[src/rtl/edsac_digit_timer.sv]
// EDSAC master digit-pulse and minor-cycle timer.
// Generates the d0..d35 framing pulses and tracks which tank minor cycle is emerging.
module edsac_digit_timer #(
    parameter int DIGITS       = 36,
    parameter int MINOR_CYCLES = 16
) (
    input  logic       clk,
    input  logic       rst,
    input  logic       run,
    input  logic       step,
    output logic       d0,
    output logic       d2,
    output logic       d7,
    output logic       d17,
    output logic       d18,
    output logic       d20,
    output logic       d25,
    output logic       d35,
    output logic [5:0] dig,
    output logic [3:0] mc,
    output logic       major,
    output logic       active
);

    localparam logic [0:0] IDLE = 1'b0;
    localparam logic [0:0] RUN  = 1'b1;

    localparam logic [5:0] LAST_DIG = 6'(DIGITS - 1);
    localparam logic [3:0] LAST_MC  = 4'(MINOR_CYCLES - 1);

    logic [0:0] state;
    logic [5:0] dig_q;
    logic [3:0] mc_q;
    logic       single;

    always_ff @(posedge clk or posedge rst) begin
        if (rst) begin
            state  <= IDLE;
            dig_q  <= '0;
            mc_q   <= '0;
            single <= 1'b0;
        end else begin
            case (state)
                IDLE: begin
                    if (run || step) begin
                        state  <= RUN;
                        dig_q  <= '0;
                        single <= ~run;
                    end
                end
                RUN: begin
                    if (dig_q == LAST_DIG) begin
                        dig_q  <= '0;
                        mc_q   <= (mc_q == LAST_MC) ? '0 : mc_q + 4'd1;
                        single <= 1'b0;
                        // Stops only here, so every started word runs through d35.
                        if (single || !run) begin
                            state <= IDLE;
                        end
                    end else begin
                        dig_q <= dig_q + 6'd1;
                        if (run) begin
                            single <= 1'b0;
                        end
                    end
                end
                default: state <= IDLE;
            endcase
        end
    end

    assign active = (state == RUN);
    assign dig    = dig_q;
    assign mc     = mc_q;

    assign d0    = active && (dig_q == 6'd0);
    assign d2    = active && (dig_q == 6'd2);
    assign d7    = active && (dig_q == 6'd7);
    assign d17   = active && (dig_q == 6'd17);
    assign d18   = active && (dig_q == 6'd18);
    assign d20   = active && (dig_q == 6'd20);
    assign d25   = active && (dig_q == 6'd25);
    assign d35   = active && (dig_q == 6'd35);
    assign major = d0 && (mc_q == 4'd0);

endmodule

[config.mk]
export PLATFORM = sky130hd
export DESIGN_NAME = edsac_digit_timer
export DESIGN_NICKNAME = d
export VERILOG_FILES = /design/src/rtl/edsac_digit_timer.sv
export SDC_FILE = /design/constraint.sdc
export NUM_CORES = 1
export LEC_CHECK = 0
export BUFFER_PORTS_ARGS = -buffer_cell sky130_fd_sc_hd__clkbuf_2
export CORE_UTILIZATION = 52
export CTS_CLUSTER_SIZE = 30
export DETAILED_ROUTE_END_ITERATION = 8
export PLACE_DENSITY = 0.87
export SLEW_MARGIN = 20
export SYNTH_ARGS = -nofsm -noshare
export SYNTH_HDL_FRONTEND = slang
export SYNTH_SLANG_ARGS = --single-unit
[constraint.sdc]
create_clock -name clk -period 3.38 [get_ports clk]
set_clock_uncertainty 0.15 [all_clocks]
set_input_delay 0.507 -clock clk [delete_from_list [all_inputs] [get_ports clk]]
set_output_delay 0.507 -clock clk [all_outputs]
set_load 0.01 [all_outputs]
==> results.md, run 1 <==
- TritonRoute pass-1 iters: 4
- RSZ-0062 raised after global routing: no
- RD Place Congestion: 0.8964
- Static Leakage: 0.4637 nW
- CTS Sinks: 12
- Int Power: 0.3951 mW
- Setup CP Type: flop to output pin
- Worst Setup Start Kind: flop
- R2R Path Start: dig[0]
- Final setup fails: 0
- Switching power share of the total: 0.4315
- Power per cell area: 759.8 nW/µm²
- Clock Tree Buf Depth: 2
- Area growth, synth to finish: 20.43%
- Dpl hpwl: 1157 µm
- Die Ht: 40.22 µm
- Full die area: 1617 µm²
- Clock share of power: 0.166
- Yosys Warn Count: 0
- Drt total wl: 1543 µm
- Vias/cell: 5.746
- Initial DRC count: 17
- CTS tree: yes
- Number of gates resized after CTS: 0
- Core area: 1334 µm²
- Root buf cell: clkbuf_4
- Synthesized cell area: 759.5 µm²
- Seq cells post-synth: 12
- Die width: 40.22 µm
- Skew-Pair Late Insertion Delay: 270 ps
- Sw power: 0.2999 mW
- Post-cts hold buffer count: 0
- Cells after Synth: 83
- Critical path startpoint: dig[0]
- Highest clock rate: 0.4066 GHz
- Routed Antenna Nets: 0
- Nets@finish: 118
- Tot GR Track Use: 0.2233
- Post-layout util: 0.6857
- Final min period: 2460 ps
- Period utilisation layout: 0.7277
- CP top delay family: simple AND/OR/NAND/NOR gates
- First-pass GRT wire length: 2339 µm
- Vias in the first global route: 532
- CP Capture Type: output pin
- WP data arrival: 1800 ps
- Reg power frac: 0.408
- RR Endpoint: dig[5]
- IO buf count: 23
- Slew Viols, Final: 0
- Share of layout cells above drive strength 1: 0.2710
- CP max FO: 7
- N_diodes: 0
- Routed wire per std cell: 12.65 µm
- Slowest stage delay, CP: 460 ps
- Post-CTS Setup Inserts: 0
- Sequential-to-total area share from yosys stat: 0.3954
- H-tree depth: 1
- Total congestion overflow: 0
- Row cnt: 13
- Max-Cap Viols: 0
- Mean area per synthesized cell: 9.150 µm²
- CTS Buf Count: 3
- Antenna violations before repair: 0
- Status: finished clean
- VDD IR max: 0.4731 mV
- Io pins: 24
- Post-synthesis cell type count: 32
- Initial Util: 0.5694
- Routed via count: 701
- Critical path cell sequence: ha_1 > nand4bb_1 > nor3_1 > clkbuf_2
- CP max-delay cell: dfrtp_1
- Syn nets: 93
- DRC: 0
- Largest net degree at the start of global routing: 16
- R2R setup slack: 1550 ps
- Combinational fraction of design power: 0.426
- Final TNS setup: 0 ps
- Worst Tran Pin Value: 817.9 ps
- Buf+Inv Stages, Crit Path: 1
- Final Hold Fails: 0
- Max_slew headroom: 0.4505
- Reg2reg path depth: 4
- Reg clk slew, reported paths: 80 ps
- CP required: 2720 ps
- Worst min-delay path class: input pin to async pin
[layer usage]
metal  vias up  track usage  routed length [µm]
met3         2      0.03333                  91
met5         -            0                   0
li1        355            -                   -
met1       316       0.3229                 740
met4         0       0.1000                  11
met2        28       0.3266                 699
[layout make-up]
class / count / area [µm²]
clock buffer: 4 / 36.28
tap: 15 / 18.77
inverter: 7 / 26.28
timing repair buffer: 23 / 115.1
multi-input combinational: 61 / 417.9
fill: 102 / 419.2
sequential: 12 / 300.3
[flip-flops by register name, indices dropped and copies added (netlist names)]
name and flops:
active 1, dig 6, single 1, mc 4
[per-stage QoR]
step / setup WS (ps) / hold slack, ps / instances / power [mW] / area [µm²]
after detailed placement: 1221 / 368.0 / 118 / 0.5809 / 878.3
after CTS: 908.4 / 76.39 / 122 / 0.6972 / 914.6
after global placement: 1315 / 365.7 / 118 / 0.5675 / 878.3
after global routing: 766.1 / 102.7 / 122 / 0.7582 / 914.6
after floorplan: 1443 / 221.7 / 83 / 0.4770 / 759.5
final: 920.3 / 56.66 / 122 / 0.6950 / 914.6
[worst reg2reg max path, stage by stage (launching register included)]
cell and delay, ps:
dfrtp_1 460, ha_1 290, nand4bb_1 150, o21ai_0 470, o211ai_1 170
[placed cells by master, fill, tap and decap left out, types with 2 or more instances in the layout]
cell type  instances
a21oi_1            2
a31oi_1            2
and3_1             2
and4_1             3
clkbuf_2          23
clkbuf_4           3
dfrtp_1           12
ha_1               6
inv_1              7
nand2_1            4
nand2b_1           3
nand3_1            6
nor2_1             4
nor3_1             4
nor3b_1            2
o21ai_0            7
[power by group through the flow]
stage / clock, mW / sequential [mW] / combinational [mW]
after floorplan: 0 / 0.274 / 0.203
after global placement: 0 / 0.281 / 0.287
after detailed placement: 0 / 0.284 / 0.296
after CTS: 0.117 / 0.282 / 0.299
after global routing: 0.122 / 0.297 / 0.339
final: 0.115 / 0.283 / 0.296
[Yosys cell counts, drive strengths merged]
| master | count | area, µm² |
|---|---|---|
| a31oi | 2 | 12.51 |
| a22o | 1 | 8.760 |
| nor2 | 4 | 15.01 |
| nor3 | 4 | 20.02 |
| or4 | 1 | 7.510 |
| nor3b | 2 | 15.01 |
| o21ai | 7 | 35.03 |
| and3 | 2 | 12.51 |
| inv | 7 | 26.28 |
| dfrtp | 12 | 300.3 |
| xnor2 | 1 | 8.760 |
| buf | 2 | 10.01 |
| nand2b | 3 | 18.77 |
| nand4bb | 1 | 11.26 |
| nor2b | 1 | 6.260 |
| and4bb | 1 | 12.51 |
| ha | 6 | 75.07 |
| a21oi | 2 | 10.01 |
| and2b | 1 | 7.510 |
| o32ai | 1 | 8.760 |
| and4 | 3 | 26.28 |
| and2 | 1 | 6.260 |
| o31ai | 1 | 7.510 |
| o22ai | 1 | 6.260 |
| a22oi | 1 | 7.510 |
| nand3 | 7 | 40.04 |
| nand2 | 4 | 15.01 |
| a21o | 1 | 7.510 |
| clkbuf | 1 | 5.000 |
| a41oi | 1 | 8.760 |
| o211ai | 1 | 7.510 |
[cells by family (layout without fill, tap and decap cells)]
kind of cell | after synthesis | after routing | share of synthesized area
buffers and inverters | 10 | 34 | 0.05437
XOR/XNOR | 1 | 1 | 0.01153
AND/OR/NAND/NOR | 35 | 35 | 0.2817
flip-flops | 12 | 12 | 0.3954
AO/OA/AOI/OAI | 19 | 19 | 0.1582
adder cells (fa/ha/maj) | 6 | 6 | 0.09884
[worst max path at each step]
stage,to,depth (start not counted)
after floorplan,d35,3
after global placement,d35,4
after detailed placement,d35,4
after CTS,d35,4
after global routing,d35,4
final,d35,4
Note: power is estimated with default switching activity, not from simulation.
==> run 2, diff against run 1 <==
--- a/config.mk
+++ b/config.mk
@@ -5,11 +5,12 @@
 export SDC_FILE = /design/constraint.sdc
 export NUM_CORES = 1
 export LEC_CHECK = 0
+export ABC_AREA = 1
 export BUFFER_PORTS_ARGS = -buffer_cell sky130_fd_sc_hd__clkbuf_2
-export CORE_UTILIZATION = 52
+export CORE_UTILIZATION = 50
 export CTS_CLUSTER_SIZE = 30
 export DETAILED_ROUTE_END_ITERATION = 8
-export PLACE_DENSITY = 0.87
+export PLACE_DENSITY = 0.83
 export SLEW_MARGIN = 20
 export SYNTH_ARGS = -nofsm -noshare
 export SYNTH_HDL_FRONTEND = slang
==> constraint.sdc (replaced) <==
create_clock -name clk -period 2.5 [get_ports clk]
set_clock_uncertainty 0.15 [all_clocks]
set_input_delay 0.375 -clock clk [delete_from_list [all_inputs] [get_ports clk]]
set_output_delay 0.375 -clock clk [all_outputs]
set_load 0.01 [all_outputs]
==> run 2 against run 1 <==
Worst setup slack worse by 560 ps. Register-to-register slack got worse by 620 ps. Synthesized cell count increased by 35%. First-iteration DRC count rose by 150%. Sequential power rose by 39%. Final area is 7.1% higher. Critical path type unchanged. Combinational power increased by 50%. Clock-buffer cell count shrank 1. Largest cell class unchanged.
==> results.md, run 2 <==
- Antenna violations before repair: 0
- Async SR Flop Fraction: 1.000
- Die width: 42.70 µm
- Io pins: 24
- Reg2reg path depth: 8
- Clock share of power: 0.127
- Drt total wl: 1797 µm
- Buf+Inv Stages, Crit Path: 2
- Slew Viols, Final: 0
- H-tree depth: 1
- Switching power share of the total: 0.4841
- Number of flops mapped to enable cells by yosys: 0
- Footprint of the multi-input gates: 447.9 µm²
- Most common cell after layout, fill and taps aside: nand2_1
- Setup CP Type: flop to output pin
- Critical path cell sequence: inv_1 > ha_1 > nand2_1 > nor4_1 > clkbuf_2
- Sw power: 0.4632 mW
- Nets@finish: 149
- Routed Antenna Nets: 0
- Ys flop type: dfrtp_1
- CTS tree: yes
- Finished Cell Area: 979.7 µm²
- RSZ-0062 raised after global routing: no
- Final setup fails: 0
- Total congestion overflow: 0
- First-pass GRT wire length: 2932 µm
- R2R Path Start: dig[0]
- Commonest non-fill, non-tap cells in the layout: nand2_1 (36), clkbuf_2 (23), dfrtp_1 (12), inv_1 (11), nor2_1 (9)
- Number of fill cells: 131
- CTS Sinks: 12
- Syn nets: 122
- Post-CTS Setup Inserts: 0
- Period utilisation layout: 0.8573
- Largest net degree at the start of global routing: 13
- Global routing usage on met2: 0.3394
- Yosys Warn Count: 0
- Slowest stage delay, CP: 470 ps
- Area growth, synth to finish: 18.28%
- Final min period: 2143 ps
- RD Place Congestion: 0.8356
- VDD IR max: 0.5633 mV
- Routed wire per std cell: 11.75 µm
- Static Leakage: 0.5305 nW
- Mean area per synthesized cell: 7.395 µm²
- Critical path depth: 5
- Full die area: 1823 µm²
- Share of layout cells above drive strength 1: 0.2628
- R2R setup slack: 930 ps
- Reg power frac: 0.410
- Post-synthesis cell type count: 20
- Clock Tree Buf Depth: 2
- Top-count cell post-synth: nand2_1
- Vias/cell: 5.373
- Max FFs per register: 6
- WP data arrival: 1620 ps
- Final Hold Fails: 0
- Post-synth top area cell: dfrtp_1
- Skew-Pair Late Insertion Delay: 280 ps
- Final TNS setup: 0 ps
- Highest clock rate: 0.4666 GHz
- Power per cell area: 976.7 nW/µm²
- Root buf cell: clkbuf_4
- Tot GR Track Use: 0.2244
- Gr busiest metal: met2
- Sequential-to-total area share from yosys stat: 0.3625
- Worst setup path end: major
- Initial DRC count: 42
- Cells after Synth: 112
- CP required: 1980 ps
- Seq cells post-synth: 12
- CTS Buf Count: 3
- Max-Cap Viols: 0
- Vias in the first global route: 702
- Row cnt: 14
- CP top delay family: flip-flops
- Synthesized cell area: 828.3 µm²
- Most instantiated cells after synthesis: nand2_1 (36), dfrtp_1 (12), inv_1 (11)
- Critical path startpoint: dig[0]
- Int Power: 0.4936 mW
- TritonRoute pass-1 iters: 4
- Initial Util: 0.5435
- N_diodes: 0
- FF/Latch Area: 300.3 µm²
- Combinational fraction of design power: 0.463
- DRC: 0
- Worst Setup Start Kind: flop
- Yosys top cell area share: 0.3625
- Main area contributors after synthesis: dfrtp_1 (36%), nand2_1 (16%), ha_1 (9.1%)
- Worst Tran Pin Value: 471.8 ps
- Post-DP Area: 947.2 µm²
- Worst min-delay path class: input pin to flop
- CP max-delay cell: dfrtp_1
- Reg clk slew, reported paths: 70 ps
- CP Capture Type: output pin
- Die Ht: 42.70 µm
- M1 GR Usage: 0.2826
- Core area: 1524 µm²
- RR Endpoint: dig[5]
- Max_slew headroom: 0.6852
- Dpl hpwl: 1348 µm
- GRT met3 Usage: 0.06383
- Status: finished clean
- Routed via count: 822
- IO buf count: 23
- CP max FO: 9
==> run 2: changes by cell type after synthesis, moves of 3 or more <==
| cell | before | now |
|---|---|---|
| nand2_1 | 4 | 36 |
| inv_1 | 7 | 11 |
| o21ai_1 | 0 | 7 |
| nor2_1 | 4 | 9 |
| o21ai_0 | 7 | 0 |
| nand2b_1 | 3 | 0 |
| and4_1 | 3 | 0 |
| inv_2 | 0 | 6 |
==> run 2: power by group through the flow <==
stage	registers [mW]	logic [mW]	clock network, mW
2_1_floorplan	0.382	0.319	0
3_3_place_gp	0.383	0.432	0
3_5_place_dp	0.392	0.441	0
4_1_cts	0.389	0.445	0.123
5_1_grt	0.405	0.502	0.132
6_report	0.392	0.443	0.122
==> run 2: cell type report <==
| class | instances | area share |
|---|---|---|
| clock buffers | 3 | 0.02299 |
| inverters | 17 | 0.06513 |
| multi-input cells | 81 | 0.4572 |
| flip-flops and latches | 12 | 0.3065 |
| well taps | 16 | 0.02043 |
| repair buffers | 24 | 0.1277 |
==> run 2: what timing repair did <==
action,CTS,global route
hold buffers,1,0
gates resized for setup,0,0
hold endpoints to repair,12,0
==> run 2: per-layer routing <==
layer | up-vias | routed length [µm]
met5 | - | 0
met4 | 0 | 68
met3 | 11 | 126
met2 | 41 | 812
met1 | 368 | 790
li1 | 402 | -
==> run 2: metrics by stage <==
step	power (mW)	setup WS [ps]	hold slack, ps	util	std cells
2_1_floorplan	0.7004	756.9	89.70	-	112
3_3_place_gp	0.8153	729.0	238.1	0.6215	149
3_5_place_dp	0.8337	684.5	242.5	0.6215	149
4_1_cts	0.9559	381.2	175.2	0.6429	153
5_1_grt	1.039	260.0	199.7	0.6429	153
6_report	0.9569	356.8	163.6	0.6429	153
==> run 2: kinds of logic after synthesis <==
kind of cell	Yosys count	share of synthesized area
compound gates	9	0.05589
xor+xnor	4	0.04230
fa+ha+maj	6	0.09063
buf+inv	19	0.09667
flops	12	0.3625
simple gates	62	0.3520
==> run 2: how the worst min path moves through the flow <==
stage	startpoint	slack [ps]	cells past startpoint	to
floorplan	rst	90	1	active
global placement	rst	240	2	mc[2]
detailed placement	rst	240	2	mc[2]
CTS	step	180	3	single
global route	step	200	3	single
finish	step	160	3	single
==> run 2: worst min-delay path: cells and delay by family <==
family | cells | cell delay, ps
buffers and inverters | 1 | 80
and+or+nand+nor | 2 | 100
==> run 3, diff against run 2 <==
--- a/config.mk
+++ b/config.mk
@@ -7,6 +7,8 @@
 export LEC_CHECK = 0
 export ABC_AREA = 1
 export BUFFER_PORTS_ARGS = -buffer_cell sky130_fd_sc_hd__clkbuf_2
+export CAP_MARGIN = 40
+export CORE_ASPECT_RATIO = 0.8
 export CORE_UTILIZATION = 50
 export CTS_CLUSTER_SIZE = 30
 export DETAILED_ROUTE_END_ITERATION = 8
==> run 3 against run 2 <==
Non-clock buffer count did not move. Fmax is 0.37% lower. Sequential share of layout area fell by 0.19 points. Clock power about the same. Cell count up 3.3%. First-iteration DRC count fell by 36%. Flip-flop and latch count unchanged. Power rose by 1.8%. Final area is 0.64% higher. Critical path depth is 1 higher. Highest routed layer unchanged.
==> results.md, run 3 (same netlist as run 2, synthesis figures left out) <==
- Status: finished clean
- Combinational fraction of design power: 0.471
- H-tree depth: 1
- Hold WS: 165.3 ps
- Period utilisation layout: 0.8604
- CP top delay family: flip-flops
- Sw power: 0.4788 mW
- CP Capture Type: output pin
- Row cnt: 12
- Largest net degree at the start of global routing: 13
- Max_slew headroom: 0.6815
- Worst Setup Start Kind: flop
- Post-CTS Setup Inserts: 0
- Buf+Inv Stages, Crit Path: 2
- Max-Cap Viols: 0
- Nets@finish: 149
- N_diodes: 0
- Area growth, synth to finish: 19.03%
- Commonest non-fill, non-tap cells in the layout: nand2_1 (36), clkbuf_2 (23), dfrtp_1 (12), inv_1 (11), nor2_1 (9)
- Reg clk slew, reported paths: 80 ps
- Overall Power: 0.9739 mW
- Static Leakage: 0.5305 nW
- Worst Tran Pin Value: 477.2 ps
- Routed wire per std cell: 12.30 µm
- Switching power share of the total: 0.4917
- Max FFs per register: 6
- Vias in the first global route: 701
- CTS Sinks: 12
- Int Power: 0.4951 mW
- Core area: 1471 µm²
- DRC: 0
- Root buf cell: clkbuf_4
- CP required: 1980 ps
- Vias/cell: 5.089
- Routed Antenna Nets: 0
- Place WS: 664.9 ps
- R2R setup slack: 890 ps
- Die Ht: 38.41 µm
- Final setup margin: 349.0 ps
- Critical path cell sequence: ha_1 > nand2_1 > inv_2 > nand3_4 > nor2_4 > clkbuf_2
- Clock share of power: 0.123
- Setup CP Type: flop to output pin
- CP max FO: 9
- Initial DRC count: 27
- Most common cell after layout, fill and taps aside: nand2_1
- Io pins: 24
- CTS tree: yes
- Tot GR Track Use: 0.2534
- Total congestion overflow: 0
- Drt total wl: 1944 µm
- Routed via count: 804
- Full die area: 1824 µm²
- Highest clock rate: 0.4649 GHz
- Final Hold Fails: 0
- Slew Viols, Final: 0
- CP max-delay cell: dfrtp_1
- Clock Tree Buf Depth: 2
- Power per cell area: 987.8 nW/µm²
- WP data arrival: 1630 ps
- VDD IR max: 0.4985 mV
- Reg power frac: 0.406
- RSZ-0062 raised after global routing: no
- First-pass GRT wire length: 3056 µm
- Skew-Pair Late Insertion Delay: 280 ps
- Antenna violations before repair: 0
- Slowest stage delay, CP: 490 ps
- Dpl hpwl: 1471 µm
- IO buf count: 23
- TritonRoute pass-1 iters: 4
- Initial Util: 0.5629
- RD Place Congestion: 0.8838
- CTS Buf Count: 3
- Final min period: 2151 ps
- Final setup fails: 0
- Worst min-delay path class: input pin to flop
- Final TNS setup: 0 ps
- Share of layout cells above drive strength 1: 0.2628
- Die width: 47.51 µm
[run 3: cell counts in the layout (fill, tap and decap cells not counted)]
Identical to the previous run, type by type.
[run 3: final timing paths]
check,startpoint,end,depth (start not counted)
worst max register to register,dig[0],dig[5],8
max in group asynchronous,rst,dig[2],3
worst min register to register,single,single,2
min in group asynchronous,rst,dig[0],3
worst max-delay path,dig[0],d35,6
worst min-delay path,step,single,3
[run 3: repair_timing]
action	CTS	global route
endpoints found under the hold margin	12	0
hold buffers	1	0
resized for setup	0	0
[run 3: power by group through the flow]
stage / sequential [mW] / combinational (mW) / clock, mW
6_report: 0.395 / 0.459 / 0.120
3_5_place_dp: 0.393 / 0.454 / 0
2_1_floorplan: 0.382 / 0.319 / 0
4_1_cts: 0.389 / 0.458 / 0.120
3_3_place_gp: 0.384 / 0.436 / 0
5_1_grt: 0.408 / 0.517 / 0.132
[run 3: area by class of cell]
class	instances	area, µm²
Sequential cell	12	300.3
Multi-Input combinational cell	81	447.9
Fill cell	143	485.5
Tap cell	21	26.28
Timing Repair Buffer	24	125.1
Inverter	17	63.81
Clock buffer	3	22.52
[run 3: metrics by stage]
step                      utilization  cell area, µm²  instances
after CTS                      0.6701           985.9        158
after detailed placement       0.6480           953.4        154
final                          0.6701           985.9        158
after global routing           0.6701           985.9        158
after global placement         0.6480           953.4        154
after floorplan                     -           828.3        112
[run 3: metal layers]
| metal | share of wire | track usage | up-vias |
|---|---|---|---|
| met3 | 0.053 | 0.08491 | 2 |
| met4 | 0.0057 | 0.05000 | 0 |
| li1 | - | - | 408 |
| met1 | 0.46 | 0.3352 | 367 |
| met5 | 0 | 0 | - |
| met2 | 0.48 | 0.3973 | 27 |
[run 3: worst min-delay path: stages]
cell	delay, ps
clkbuf_2	90
nand2_1	50
nand2_1	50
